### src/rtl/bus_pkg.sv
// Shared slot definitions for the system bus time-slot scheduler.
// Slot enum, slot start cycles, frame length helper and decoder bundle.
package bus_pkg;

    localparam int CYC_W = 5;

    typedef enum logic [2:0] {
        SLOT_SPI_A,
        SLOT_VRAM0,
        SLOT_VROM0,
        SLOT_SPI_B,
        SLOT_VRAM1,
        SLOT_VROM1,
        SLOT_CPU
    } slot_e;

    localparam logic [CYC_W-1:0] START_SPI_A = 5'd0;
    localparam logic [CYC_W-1:0] START_VRAM0 = 5'd2;
    localparam logic [CYC_W-1:0] START_VROM0 = 5'd4;
    localparam logic [CYC_W-1:0] START_SPI_B = 5'd6;
    localparam logic [CYC_W-1:0] START_VRAM1 = 5'd8;
    localparam logic [CYC_W-1:0] START_VROM1 = 5'd10;
    localparam logic [CYC_W-1:0] START_CPU   = 5'd12;

    typedef struct packed {
        slot_e slot;
        logic  setup;
        logic  strobe;
        logic  spi_cap;
    } slot_info_t;

    function automatic int frame_len(input int cpu_cycles);
        return 12 + cpu_cycles;
    endfunction

endpackage

### src/rtl/slot_decoder.sv
// Maps a frame cycle and the latched video enable to slot, phase
// and SPI-capable flag. Purely combinational.
module slot_decoder
    import bus_pkg::*;
#(
    parameter int CPU_CYCLES    = 4,
    parameter bit RECLAIM_VIDEO = 1'b1
) (
    input  logic [CYC_W-1:0] i_cyc,
    input  logic             i_video_en,
    output slot_info_t       o_info
);

    localparam logic [CYC_W-1:0] LAST =
        CYC_W'(frame_len(CPU_CYCLES) - 1);

    slot_e w_slot;

    always_comb begin
        if (i_cyc >= START_CPU)
            w_slot = SLOT_CPU;
        else if (i_cyc >= START_VROM1)
            w_slot = SLOT_VROM1;
        else if (i_cyc >= START_VRAM1)
            w_slot = SLOT_VRAM1;
        else if (i_cyc >= START_SPI_B)
            w_slot = SLOT_SPI_B;
        else if (i_cyc >= START_VROM0)
            w_slot = SLOT_VROM0;
        else if (i_cyc >= START_VRAM0)
            w_slot = SLOT_VRAM0;
        else
            w_slot = SLOT_SPI_A;
    end

    always_comb begin
        o_info      = '0;
        o_info.slot = w_slot;
        // Two-cycle slots below the CPU slot; CPU slot spans the rest
        if (i_cyc < START_CPU) begin
            o_info.setup  = ~i_cyc[0];
            o_info.strobe = i_cyc[0];
        end else begin
            o_info.setup  = (i_cyc == START_CPU);
            o_info.strobe = (i_cyc == LAST);
        end
        unique case (w_slot)
            SLOT_SPI_A, SLOT_SPI_B: o_info.spi_cap = 1'b1;
            SLOT_CPU:               o_info.spi_cap = 1'b0;
            default: o_info.spi_cap = RECLAIM_VIDEO && !i_video_en;
        endcase
    end

endmodule

### src/rtl/bus_scheduler.sv
// Time-slot scheduler for the shared system bus: frame counter,
// SPI grant with back-to-back blocking, registered slot enables.
module bus_scheduler
    import bus_pkg::*;
#(
    parameter int CPU_CYCLES    = 4,
    parameter bit RECLAIM_VIDEO = 1'b1
) (
    input  logic       clk16_i,
    input  logic       reset_i,
    input  logic       video_en_i,
    input  logic       spi_valid_i,
    output logic       spi_ready_o,
    output logic       spi_en_o,
    output logic       cpu_en_o,
    output logic       cpu_clk_o,
    output logic       cpu_be_o,
    output logic       vram0_en_o,
    output logic       vrom0_en_o,
    output logic       vram1_en_o,
    output logic       vrom1_en_o,
    output logic       setup_clk_o,
    output logic       strobe_clk_o,
    output logic [3:0] cycle_o
);

    localparam int FRAME = frame_len(CPU_CYCLES);
    localparam logic [CYC_W-1:0] LAST = CYC_W'(FRAME - 1);

    logic [CYC_W-1:0] r_cyc;
    logic [CYC_W-1:0] w_cyc_nxt;
    logic             r_vid;
    logic             w_vid_nxt;
    logic             r_grant;
    logic             w_grant_nxt;
    logic             r_ready;
    logic             r_cpu;
    logic             r_vram0;
    logic             r_vrom0;
    logic             r_vram1;
    logic             r_vrom1;
    logic             r_setup;
    logic             r_strobe;
    slot_info_t       w_info;

    assign w_cyc_nxt = (r_cyc == LAST) ? '0 : r_cyc + CYC_W'(1);
    assign w_vid_nxt = (w_cyc_nxt == '0) ? video_en_i : r_vid;

    // Outputs are computed for the cycle being entered
    slot_decoder #(
        .CPU_CYCLES    (CPU_CYCLES),
        .RECLAIM_VIDEO (RECLAIM_VIDEO)
    ) u_dec (
        .i_cyc      (w_cyc_nxt),
        .i_video_en (w_vid_nxt),
        .o_info     (w_info)
    );

    always_comb begin
        w_grant_nxt = r_grant;
        if (w_info.setup)
            w_grant_nxt = w_info.spi_cap && spi_valid_i && !r_grant;
    end

    always_ff @(posedge clk16_i) begin
        if (reset_i) begin
            r_cyc    <= LAST;
            r_vid    <= 1'b0;
            r_grant  <= 1'b0;
            r_ready  <= 1'b0;
            r_cpu    <= 1'b0;
            r_vram0  <= 1'b0;
            r_vrom0  <= 1'b0;
            r_vram1  <= 1'b0;
            r_vrom1  <= 1'b0;
            r_setup  <= 1'b0;
            r_strobe <= 1'b0;
        end else begin
            r_cyc    <= w_cyc_nxt;
            r_vid    <= w_vid_nxt;
            r_grant  <= w_grant_nxt;
            r_ready  <= w_grant_nxt && w_info.strobe;
            r_cpu    <= (w_info.slot == SLOT_CPU);
            r_vram0  <= w_vid_nxt && (w_info.slot == SLOT_VRAM0);
            r_vrom0  <= w_vid_nxt && (w_info.slot == SLOT_VROM0);
            r_vram1  <= w_vid_nxt && (w_info.slot == SLOT_VRAM1);
            r_vrom1  <= w_vid_nxt && (w_info.slot == SLOT_VROM1);
            r_setup  <= w_info.setup;
            r_strobe <= w_info.strobe;
        end
    end

    assign spi_en_o     = r_grant;
    assign spi_ready_o  = r_ready;
    assign cpu_en_o     = r_cpu;
    assign cpu_clk_o    = r_cpu;
    assign cpu_be_o     = r_cpu;
    assign vram0_en_o   = r_vram0;
    assign vrom0_en_o   = r_vrom0;
    assign vram1_en_o   = r_vram1;
    assign vrom1_en_o   = r_vrom1;
    assign setup_clk_o  = r_setup;
    assign strobe_clk_o = r_strobe;
    // Debug view only; frames longer than 16 cycles alias here
    assign cycle_o      = r_cyc[3:0];

endmodule

### config.mk
export PLATFORM = sky130hd
export DESIGN_NAME = bus_scheduler
export DESIGN_NICKNAME = d
export VERILOG_FILES = /design/src/rtl/bus_pkg.sv /design/src/rtl/slot_decoder.sv /design/src/rtl/bus_scheduler.sv
export SDC_FILE = /design/constraint.sdc
export NUM_CORES = 1
export LEC_CHECK = 0
export BUFFER_PORTS_ARGS = -buffer_cell sky130_fd_sc_hd__buf_2
export CORE_UTILIZATION = 34
export DETAILED_ROUTE_END_ITERATION = 8
export PLACE_DENSITY_LB_ADDON = 0.25
export SLEW_MARGIN = 20
export SYNTH_ARGS = -nofsm -noshare
export SYNTH_HDL_FRONTEND = slang
export SYNTH_SLANG_ARGS = --single-unit
### constraint.sdc
create_clock -name clk16_i -period 2.3 [get_ports clk16_i]
set_input_delay 0.345 -clock clk16_i [delete_from_list [all_inputs] [get_ports clk16_i]]
set_output_delay 0.345 -clock clk16_i [all_outputs]
set_load 0.05 [all_outputs]
# ---- After elaboration in Yosys (flattened, before gate mapping)
# Index checks and enable logic that the tools add are counted.
# Widths: inputs -> output; s select.
dict set report totals {
  reg_bits 15
  latch_bits 0
  ram_bits 0
  romBits 0
  input_bits 4
  out_inout_bits 15
  word_cells 52
  n_memories 0
}
dict set report op_classes {
  addsub 1
  n_mul 0
  n_div 0
  n_lt_le_gt_ge 7
  eq_ne 9
  n_shift 0
  mux 11
  bitwise 1
  n_reduce_logical 12
}
# cell count
set op_table {}
lappend op_table {{$eq 5x4->1 const B} 3}
lappend op_table {{$ge 5x4->1 const B} 3}
lappend op_table {{$mux 3} 5}
lappend op_table {{$ge 5x3->1 const B} 2}
lappend op_table {{$eq 3x3->1 const B} 3}
lappend op_table {{$logic_and 1x1->1} 7}
lappend op_table {{$eq 3x2->1 const B} 2}
lappend op_table {{$add 5x1->5 const B} 1}
lappend op_table {{$ge 5x2->1 const B} 1}
lappend op_table {{$logic_not 5->1} 1}
lappend op_table {{$lt 5x4->1 const B} 1}
lappend op_table {{$mux 5} 1}
lappend op_table {{$eq 3x1->1 const B} 1}
lappend op_table {{$logic_not 3->1} 1}
lappend op_table {{$mux 1} 3}
lappend op_table {{$logic_not 1->1} 2}
lappend op_table {{$mux 2} 1}
lappend op_table {{$pmux 1 s2} 1}
lappend op_table {{$reduce_or 2->1} 1}
lappend op_table {{$not 1->1} 1}

# ---- Longest topological paths before layout
# Gate-level depths: netlist of run 1.
dict set report logic_depth {
  depth_word 16
  depth_mapped 8
  depth_no_buf 7
}

# ---- Hierarchy
# A second synthesis of run 1 with hierarchy kept.
dict set report unflattened {
  hier_cells 78
  area_unflattened_um2 718.2
}
# module n_inst cells_per_inst area_per_inst_um2 seq_area_each_um2
set by_module_without_submodules {}
lappend by_module_without_submodules {bus_scheduler 1 68 651.9 300.3}
lappend by_module_without_submodules {slot_decoder 1 10 66.3 0.0}

# ---- Worst setup path after synthesis of run 1
# Ideal clock, no wire load.
dict set report synth_timing {
  path_kind {register to register}
  startpoint {register r_cyc[1]}
  endpoint {register r_grant, in the netlist spi_en_o}
  setup_ns 0.134
  arrival_ns 1.766
  required_ns 2.166
  setup_slack_ns 0.400
  path_stages_with_launch 8
  path_buffers 0
  synth_period_minus_slack_ns 1.900
  path_cell_list {dfxtp_1 ha_1 inv_2 a31oi_1 o21a_1 or3b_4 a311oi_1 nor3b_1}
}
dict set report synth_via {
  elab_chain_cells 15
  elab_cells_between_ends 30
  cone_classes {add/sub: 1; order compare: 7; eq/ne: 4; mux: 11; bitwise: 1; reduce/logical: 6}
}
# item line_no
set synth_rtl {}
lappend synth_rtl {{start, declared} bus_scheduler.sv:30} ;# logic [CYC_W-1:0] r_cyc;
lappend synth_rtl {{start signal, assigned} bus_scheduler.sv:79} ;# r_cyc <= w_cyc_nxt;
lappend synth_rtl {{$add 5x1->5 or $eq 5x4->1 (tied branches)} bus_scheduler.sv:46} ;# assign w_cyc_nxt = (r_cyc == LAST) ? '0 : r_cyc + CYC_W'(1);
lappend synth_rtl {{$mux 5 (*)} bus_scheduler.sv:46}
lappend synth_rtl {{$ge 5x2->1} slot_decoder.sv:30} ;# else if (i_cyc >= START_VRAM0)
lappend synth_rtl {{$mux 1} slot_decoder.sv:30}
lappend synth_rtl {{$mux 3} slot_decoder.sv:28} ;# else if (i_cyc >= START_VROM0)
lappend synth_rtl {{$mux 3} slot_decoder.sv:26} ;# else if (i_cyc >= START_SPI_B)
lappend synth_rtl {{$mux 3} slot_decoder.sv:24} ;# else if (i_cyc >= START_VRAM1)
lappend synth_rtl {{$mux 3} slot_decoder.sv:22} ;# else if (i_cyc >= START_VROM1)
lappend synth_rtl {{$mux 3} slot_decoder.sv:20} ;# if (i_cyc >= START_CPU)
lappend synth_rtl {{$eq 3x2->1 or $logic_not 3->1 (tied branches)} slot_decoder.sv:47} ;# unique case (w_slot)
lappend synth_rtl {{$reduce_or 2->1} slot_decoder.sv:47}
lappend synth_rtl {{$pmux 1 s2} slot_decoder.sv:47}
lappend synth_rtl {{$logic_and 1x1->1 (2 in a row)} bus_scheduler.sv:62} ;# w_grant_nxt = w_info.spi_cap && spi_valid_i && !r_grant;
lappend synth_rtl {{$mux 1 (*)} bus_scheduler.sv:61} ;# if (w_info.setup)
lappend synth_rtl {{end signal, assigned} bus_scheduler.sv:81} ;# r_grant <= w_grant_nxt;
lappend synth_rtl {{end, declared} bus_scheduler.sv:34} ;# logic r_grant;
# Mark *: on every way between the ends. The rest lies on a longest branch, timed or not.
# A chain may end at the register's enable or synchronous reset.

# ---- Final worst setup path of run 1
dict set report layout_timing {
  startpoint {register r_cyc[1]}
  endpoint {register r_vrom1, in the netlist vrom1_en_o}
}
dict set report layout_via {
  elab_chain_cells 11
  elab_cells_between_ends 19
  cone_classes {add/sub: 1; order compare: 6; eq/ne: 2; mux: 8; reduce/logical: 2}
}
# item line_no
set layout_rtl {}
lappend layout_rtl {{$add 5x1->5 or $eq 5x4->1 (tied branches)} bus_scheduler.sv:46}
lappend layout_rtl {{$mux 5 (*)} bus_scheduler.sv:46}
lappend layout_rtl {{$ge 5x2->1} slot_decoder.sv:30}
lappend layout_rtl {{$mux 1} slot_decoder.sv:30}
lappend layout_rtl {{$mux 3} slot_decoder.sv:28}
lappend layout_rtl {{$mux 3} slot_decoder.sv:26}
lappend layout_rtl {{$mux 3} slot_decoder.sv:24}
lappend layout_rtl {{$mux 3} slot_decoder.sv:22}
lappend layout_rtl {{$mux 3} slot_decoder.sv:20}
lappend layout_rtl {{$eq 3x3->1} bus_scheduler.sv:87} ;# r_vrom1 <= w_vid_nxt && (w_info.slot == SLOT_VROM1);
lappend layout_rtl {{$logic_and 1x1->1 (*)} bus_scheduler.sv:87}
lappend layout_rtl {{end signal, assigned} bus_scheduler.sv:87}
lappend layout_rtl {{end, declared} bus_scheduler.sv:41} ;# logic r_vrom1;
# Marks and branches as above.

==> reports/metrics.yaml, run 1 <==
largest_reg_flops: 5
peakVddDrop_mv: 0.567
diodes: 0
overflow: 0
ys_warn_count: 0
pwr-share-clk_pct: 13.4
clockBufferDepth: 2
ys_seq_elements: 15
rsz0062_at_grt: "false"
hold_viol_final: 0
synthesis.nets: 112
hold_class: "primary input to flip-flop"
cts_tree: "built"
start_kind: "flip-flop"
fmax_mhz: 473
seqPwrFrac_pct: 31.2
initial_utilization_pct: 37.6
cts_sinks: 15
netlist.area_leader.share_pct: 34.4
grt_max_degree: 15
firstDrtPassIters: 4
clk_pin_slew_ns: 0.09
cp.arrival_ns: 2.32
ff2ff_path_depth: 7
tns_ns: 0
p_comb_share_pct: 55.3
p_switching_w: 0.000540
max_cap_viol_count: 0
final.period_utilization_pct: 91.9
cp-end-kind: "flip-flop"
p_sw_share_pct: 48.4
post-dp-hpwl_um: 1360
cts_buffers: 3
h-tree-depth: 1
worstSetupPathType: "flip-flop to flip-flop"
drt_iter0_drc: 43
detail_route.wl_per_cell_um: 12.9
power-per-cell-area_nw_per_um2: 1140
rows: 17
vias: 790
internal_power_w: 0.000575
relSlewSlack_pct: 70.1
grt_pass1_wl_um: 3170
leakage_nw: 0.413
core-area_um2: 2320
top_register: "r_cyc"
grt_pass1_vias: 676
layout-area-overhead-vs-synth_pct: 11.6
ant_nets: 0
portBuffers: 18
synth_area_leaders: "dfxtp_1 34%, buf_4 5.2%, a21oi_1 4.6%"
ys_seq_area_share_pct: 34.4
drive_gt1_share_pct: 26.1
dieHeight_um: 52.6
antenna_found_initial: 0
nFillCells: 236
synth_area_per_cell_um2: 8.15
drc: 0
cts_root_buf: "clkbuf_4"
multiInputGateArea_um2: 495
fin_area_um2: 973
die_x_um: 52.6
whs_path_depth: 2
drt-total-wl_um: 1900
grt_use_total_pct: 15.7
nets: 125
ys_types: 41
dieArea_um2: 2770
seq_area_um2: 300
syn_area_um2: 872
finalCriticalPeriod_ns: 2.11
gp_congestion: 0.891
finalSetupViolCount: 0
place_ws_ns: 0.207
yosys.area.top_type: "dfxtp_1"
io_pins: 19
final_max_slew_viol_count: 0
clk_latency_ns: 0.28
synthCells: 107
required_ns: 2.51
placed_cell_area_um2: 938
viasPerCell: 5.37
worst_pin_slew_ns: 0.447
outcome: "finished clean"
critPathMaxFanout: 7
layout_setup_ws_ns: 0.185
fin_worst_skew_ns: 0.00557
-- layout make-up --
class,count,area share [%]
flip-flops and latches,15,30.8
repair buffers,20,10.8
inverters,3,1.16
clock buffers,4,2.70
well taps,28,3.60
multi-input cells,77,50.9
-- worst paths after layout --
kind | start | end | slack [ns]
setup / recovery | r_cyc[1]$_SDFF_PP1_ | vrom1_en_o$_SDFF_PP0_ | 0.19
hold / removal | reset_i | setup_clk_o$_SDFF_PP0_ | 0.38
setup reg to reg | r_cyc[1]$_SDFF_PP1_ | vrom1_en_o$_SDFF_PP0_ | 0.19
hold reg to reg | r_cyc[4]$_SDFF_PP0_ | r_cyc[4]$_SDFF_PP0_ | 0.62
-- cells in the final DEF, fill, tap and decap left out, types with 2 or more instances in the layout --
cell,Yosys,routed
buf_4,6,2
o21ai_0,2,2
a31oi_1,3,3
a2bb2oi_1,2,2
o21bai_1,2,2
nor2_1,9,9
nand3_1,6,6
a21oi_1,8,8
dfxtp_1,15,15
clkbuf_4,0,3
nand2b_1,3,3
or3_1,3,3
or2_1,2,2
nand2_1,8,8
o22ai_1,2,2
and2_1,4,4
buf_2,5,18
o21ai_1,2,2
and3_1,2,2
-- worst max-delay path, cell delays in order, from the launching register on --
cell,delay [ns]
dfxtp_1,0.44
ha_2,0.37
inv_2,0.14
a31oi_1,0.10
o21a_1,0.19
or3b_4,0.42
a21oi_4,0.17
nor4b_2,0.20
-- metrics by stage --
stage,total power [W],instances,hold WS [ns],util [%]
3_5_place_dp,0.000945,143,0.604,40.5
2_1_floorplan,0.000861,107,0.550,-
3_3_place_gp,0.000946,143,0.594,40.5
5_1_grt,0.00119,147,0.387,42.0
4_1_cts,0.00110,147,0.369,41.6
6_report,0.00111,147,0.375,42.0
-- synthesized netlist by cell type --
cell type  number
a211o_1         1
a211oi_1        1
a21boi_0        1
a21o_1          1
a21oi_1         8
a21oi_4         1
a2bb2oi_1       2
a311oi_1        1
a31oi_1         3
and2_1          4
and3_1          2
and3b_1         1
buf_1           1
buf_2           5
buf_4           6
clkinv_1        1
dfxtp_1        15
ha_1            1
inv_1           1
inv_2           1
nand2_1         8
nand2b_1        3
nand3_1         6
nand3b_1        1
nor2_1          9
nor2b_2         1
nor3b_1         1
nor3b_2         1
nor4b_2         1
o21a_1          1
o21ai_0         2
o21ai_1         2
o21bai_1        2
o22ai_1         2
o31a_1          1
o31ai_1         1
o32ai_1         1
or2_1           2
or3_1           3
or3b_4          1
xnor2_1         1
-- power by group through the flow --
| stage | Combinational (W) | Sequential (W) | Clock (W) |
|---|---|---|---|
| floorplan | 0.000460 | 0.000401 | 0 |
| global placement | 0.000596 | 0.000350 | 0 |
| detailed placement | 0.000595 | 0.000351 | 0 |
| CTS | 0.000597 | 0.000346 | 0.000156 |
| global route | 0.000673 | 0.000353 | 0.000167 |
| finish | 0.000616 | 0.000348 | 0.000150 |
-- cell families (layout without fill, tap and decap cells) --
group	after synthesis	count (layout)	share of synthesized area (%)
AO/OA/AOI/OAI	31	31	24.4
XOR/XNOR	1	1	1.00
adder cells (fa/ha/maj)	1	1	1.43
buffers and inverters	15	27	9.75
flip-flops	15	15	34.4
AND/OR/NAND/NOR	44	44	29.0
-- per-layer routing --
layer / GRT usage [%] / routed length (um)
met2: 21.9 / 868
met5: 0 / 0
met3: 5.22 / 107
met4: 3.95 / 12
met1: 22.6 / 907
-- timing repair --
action,in CTS,in global routing
buffers inserted,0,0
endpoints found under the setup margin,0,1
hold buffers,0,0
resized for setup,0,2
(Power assumes the default switching activity.)
==> run 2: changes to the inputs <==
- CORE_MARGIN: not set -> 2
==> run 2 against run 1 <==
Compared with the run above: non-clock buffer count rose by 1; worst hold slack got worse by 0.0010 ns; flip-flop and latch count did not move; maximum frequency barely moved; critical path depth did not move; sequential power barely moved.
==> reports/metrics.yaml, run 2 (synthesis gave the netlist of run 1 again) <==
critPathMaxFanout: 7
vias: 776
whs_path_depth: 2
hold_buffers: 0
critPathSlowestCell: "dfxtp_1"
drc: 0
grt_pass1_wl_um: 3180
p_comb_share_pct: 55.5
h-tree-depth: 1
cpPeakStageDelay_ns: 0.44
cts_tree: "built"
drt-total-wl_um: 1910
relSlewSlack_pct: 73.2
core-area_um2: 2450
gp_congestion: 0.845
cts_sinks: 15
clockBufferDepth: 2
ant_nets: 0
final.period_utilization_pct: 91.9
dp.cells: 146
top_register: "r_cyc"
place_ws_ns: 0.194
clk_pin_slew_ns: 0.08
layout-area-overhead-vs-synth_pct: 12.1
start_kind: "flip-flop"
final_common_cell: "buf_2"
endpoint: "vrom1_en_o$_SDFF_PP0_"
worstSetupPathType: "flip-flop to flip-flop"
power-per-cell-area_nw_per_um2: 1120
fmax_mhz: 473
largest_reg_flops: 5
crit_chain: "ha_2 -> inv_2 -> a31oi_1 -> o21a_1 -> or3b_4 -> a21oi_4 -> nor4b_2"
drt_iter0_drc: 23
diodes: 0
r2r-start: "r_cyc[1]$_SDFF_PP1_"
cts_buffers: 3
die_x_um: 54.6
p_switching_w: 0.000524
post-dp-hpwl_um: 1460
viasPerCell: 5.17
cp-startpoint: "r_cyc[1]$_SDFF_PP1_"
cts_root_buf: "clkbuf_4"
seqPwrFrac_pct: 31.4
firstDrtPassIters: 4
fin_util_pct: 39.8
nets: 126
initial_utilization_pct: 35.5
cp.arrival_ns: 2.30
fin_worst_skew_ns: 0.00410
p_sw_share_pct: 47.8
dieHeight_um: 54.6
antenna_found_initial: 0
grt_use_total_pct: 14.9
timing.rr.end: "vrom1_en_o$_SDFF_PP0_"
hold_viol_final: 0
worst_pin_slew_ns: 0.401
required_ns: 2.49
rows: 18
pwr-share-clk_pct: 13.1
leakage_nw: 0.417
max_cap_viol_count: 0
finalCriticalPeriod_ns: 2.11
clk_latency_ns: 0.27
outcome: "finished clean"
finalSetupViolCount: 0
final_cell_mix: "18 x buf_2, 15 x dfxtp_1, 9 x nor2_1"
holdWs_ns: 0.374
rsz0062_at_grt: "false"
grt_pass1_vias: 726
grt_max_degree: 15
final_cells: 150
cp-end-kind: "flip-flop"
peakVddDrop_mv: 0.515
layout_setup_ws_ns: 0.187
final_max_slew_viol_count: 0
detail_route.wl_per_cell_um: 12.7
io_pins: 19
ff2ff_path_depth: 7
tns_ns: 0
internal_power_w: 0.000573
hold_class: "primary input to flip-flop"
drive_gt1_share_pct: 25.8
r2r_slack_ns: 0.19
portBuffers: 18
overflow: 0
hp-start: "reset_i"
dieArea_um2: 2990
## run 2: cell types whose count changed in the layout (fill, tap and decap cells not counted), sizes merged
cell  delta
buf      +1
## run 2: critical path, delay by kind of cell (launching register included)
kind,cells,cell delay (ns)
flops,1,0.44
simple gates,2,0.62
buf+inv,1,0.14
fa+ha+maj,1,0.37
compound gates,3,0.45
## run 2: worst min path at each step
stage	to	slack (ns)
finish	r_cyc[4]$_SDFF_PP0_	0.37
global route	setup_clk_o$_SDFF_PP0_	0.38
CTS	r_cyc[4]$_SDFF_PP0_	0.37
detailed placement	r_vid$_SDFF_PP0_	0.61
global placement	r_vid$_SDFF_PP0_	0.60
floorplan	r_cyc[2]$_SDFF_PP1_	0.55
## run 2: layout make-up
type / instances / area [um2]
clock buffer: 4 / 26.3
fill: 255 / 1480
inverter: 3 / 11.3
multi-input combinational: 77 / 489
sequential: 15 / 300
tap: 30 / 37.5
timing repair buffer: 21 / 113
## run 2: power groups by stage
stage	logic (W)	clock network, W	registers, W
6_report	0.000608	0.000143	0.000345
5_1_grt	0.000666	0.000166	0.000357
4_1_cts	0.000605	0.000153	0.000347
3_5_place_dp	0.000603	0	0.000353
3_3_place_gp	0.000605	0	0.000350
2_1_floorplan	0.000460	0	0.000401
## run 2: what timing repair did
item | CTS | global route
setup buffers | 0 | 0
endpoints found under the setup margin | 0 | 1
resized for setup | 0 | 1
endpoints found under the hold margin | 0 | 0
## run 2: metrics by stage
stage / power [W] / area, um2
final: 0.00110 / 977
after CTS: 0.00111 / 975
after global placement: 0.000955 / 948
after detailed placement: 0.000956 / 948
after global routing: 0.00119 / 977
after floorplan: 0.000861 / 872
## run 2: metal layers
layer	part of all wire (%)	GRT usage (%)	wire length (um)
met3	3.5	1.64	67
met5	0	0	0
met4	0.99	7.50	19
met1	48	19.4	921
met2	47	23.8	902
==> run 3: changes to the inputs <==
- ABC_AREA: not set -> 1
==> run 3 against run 2 <==
Compared with the run above: sequential share of layout area is 7.0 points higher; utilization is 1.2 points higher; worst setup slack better by 0.40 ns; area after synthesis is 20% lower; global-route usage is 2.4 points lower; synthesized cell count is 18% lower; cell count is 13% lower; non-clock buffer count is 3 lower; highest routed layer unchanged; combinational power is 13% lower; count of clock-buffer cells in the layout is 1 lower; largest cell class is now flip-flops and latches.
==> reports/metrics.yaml, run 3 <==
cts_root_buf: "clkbuf_4"
worstSetupPathType: "flip-flop to flip-flop"
synthCells: 88
synth_top_flop_cell: "dfxtp_1"
nets: 109
drc: 0
synth-edff-count: 0
postCtsSetupRepairBufs: 0
post-dp-hpwl_um: 980
power-per-cell-area_nw_per_um2: 1280
final_common_cell: "buf_2"
fin_util_pct: 41.0
firstDrtPassIters: 4
required_ns: 2.52
initial_utilization_pct: 35.9
finalCriticalPeriod_ns: 1.71
rows: 16
leakage_nw: 0.426
io_pins: 19
relSlewSlack_pct: 80.4
synth_area_leaders: "dfxtp_1 43%, nand2_1 9.2%, buf_4 7.5%"
outcome: "finished clean"
synthesis.nets: 93
async_flop_share_pct: 0
ys_types: 22
final_max_slew_viol_count: 0
cp-end-kind: "flip-flop"
cts_resized: 0
clockBufferDepth: 2
core-area_um2: 1940
diodes: 0
hold_class: "primary input to flip-flop"
dieHeight_um: 49.3
final.period_utilization_pct: 74.4
cts_sinks: 15
ys_seq_area_share_pct: 43.1
final_cell_mix: "18 x buf_2, 17 x nand2_1, 15 x dfxtp_1"
grt_max_degree: 10
worst_pin_slew_ns: 0.293
tns_ns: 0
cp.arrival_ns: 1.93
finalSetupViolCount: 0
grt_pass1_wl_um: 2320
portBuffers: 18
placed_cell_area_um2: 768
gp_congestion: 0.793
yosysMostFrequentCell: "nand2_1"
antenna_found_initial: 0
hold_viol_final: 0
vias: 593
cts_buffers: 3
dieArea_um2: 2430
netlist.area_leader.share_pct: 43.1
fmax_mhz: 585
fin_area_um2: 796
grt_pass1_vias: 582
drive_gt1_share_pct: 32.0
cts_tree: "built"
ant_nets: 0
die_x_um: 49.3
layout-area-overhead-vs-synth_pct: 14.2
syn_area_um2: 697
drt-total-wl_um: 1310
ys_seq_elements: 15
largest_reg_flops: 5
clk_pin_slew_ns: 0.09
yosys.area.top_type: "dfxtp_1"
ys_warn_count: 0
hold_buffers: 0
peakVddDrop_mv: 0.445
synth_area_per_cell_um2: 7.92
rsz0062_at_grt: "false"
clk_latency_ns: 0.29
start_kind: "flip-flop"
max_cap_viol_count: 0
drt_iter0_drc: 4
fin_worst_skew_ns: 0.000834
detail_route.wl_per_cell_um: 10.1
overflow: 0
grt_use_total_pct: 12.5
synthTopCellsByCount: "17 x nand2_1, 15 x dfxtp_1, 13 x inv_1"
h-tree-depth: 1
top_register: "r_cyc"
viasPerCell: 4.56
holdWs_ns: 0.340
critPathMaxFanout: 6
==> run 3: cell types whose count changed in the layout (fill, tap and decap cells not counted), moves of 4 or more <==
| cell | change |
|---|---|
| inv_1 | +12 |
| a21oi_1 | -4 |
| nand2_1 | +9 |
| and2_1 | -4 |
==> run 3: kinds of logic after synthesis <==
kind of cell	count (synthesis)	synth area share, %
buf+inv	22	15.8
compound gates	8	6.28
fa+ha+maj	1	1.80
flops	15	43.1
simple gates	42	33.0
==> run 3: report_power, final <==
group	leakage, nW	switching (W)	internal (W)
Sequential	0.123	0.0000358	0.000301
Clock	0.0177	0.0000888	0.0000647
Combinational	0.285	0.000389	0.000137
Total	0.426	0.000514	0.000502
==> run 3: final timing paths <==
kind / startpoint / to / slack, ns / cells after the start
max reg2reg: r_cyc[0]$_SDFF_PP1_ / spi_ready_o$_SDFF_PP0_ / 0.59 / 9
min reg2reg: spi_en_o$_SDFF_PP0_ / spi_en_o$_SDFF_PP0_ / 0.51 / 2
min: reset_i / spi_en_o$_SDFF_PP0_ / 0.34 / 2
max: r_cyc[0]$_SDFF_PP1_ / spi_ready_o$_SDFF_PP0_ / 0.59 / 9
==> run 3: per-layer routing <==
layer	vias to the layer above	global-route usage, %	wire length (um)
met5	-	0	0
met1	272	13.3	570
met3	4	3.99	69
li1	300	-	-
met2	17	21.4	642
met4	0	7.14	26
==> run 3: through the flow <==
stage / worst slack [ns] / total power (W) / instances
2_1_floorplan: 0.795 / 0.000808 / 88
3_3_place_gp: 0.641 / 0.000863 / 126
3_5_place_dp: 0.629 / 0.000867 / 126
4_1_cts: 0.581 / 0.00103 / 130
5_1_grt: 0.389 / 0.00109 / 130
6_report: 0.590 / 0.00102 / 130
==> run 3: worst max-delay path, cell delays in order, from the launching register on <==
cell and delay, ns:
dfxtp_1 0.41, ha_1 0.29, nand4_4 0.19, nand2_1 0.16
nand2_1 0.10, o21ai_1 0.12, nand2_1 0.09, nand2_1 0.07
nand3_1 0.08, a21oi_1 0.14
==> run 3: cell type report <==
cell class / count / area, um2
Clock buffer: 3 / 22.5
Sequential cell: 15 / 300
Tap cell: 27 / 33.8
Clock inverter: 1 / 5.00
Inverter: 15 / 57.6
Fill cell: 234 / 1150
Multi-Input combinational cell: 51 / 287
Timing Repair Buffer: 18 / 90.1
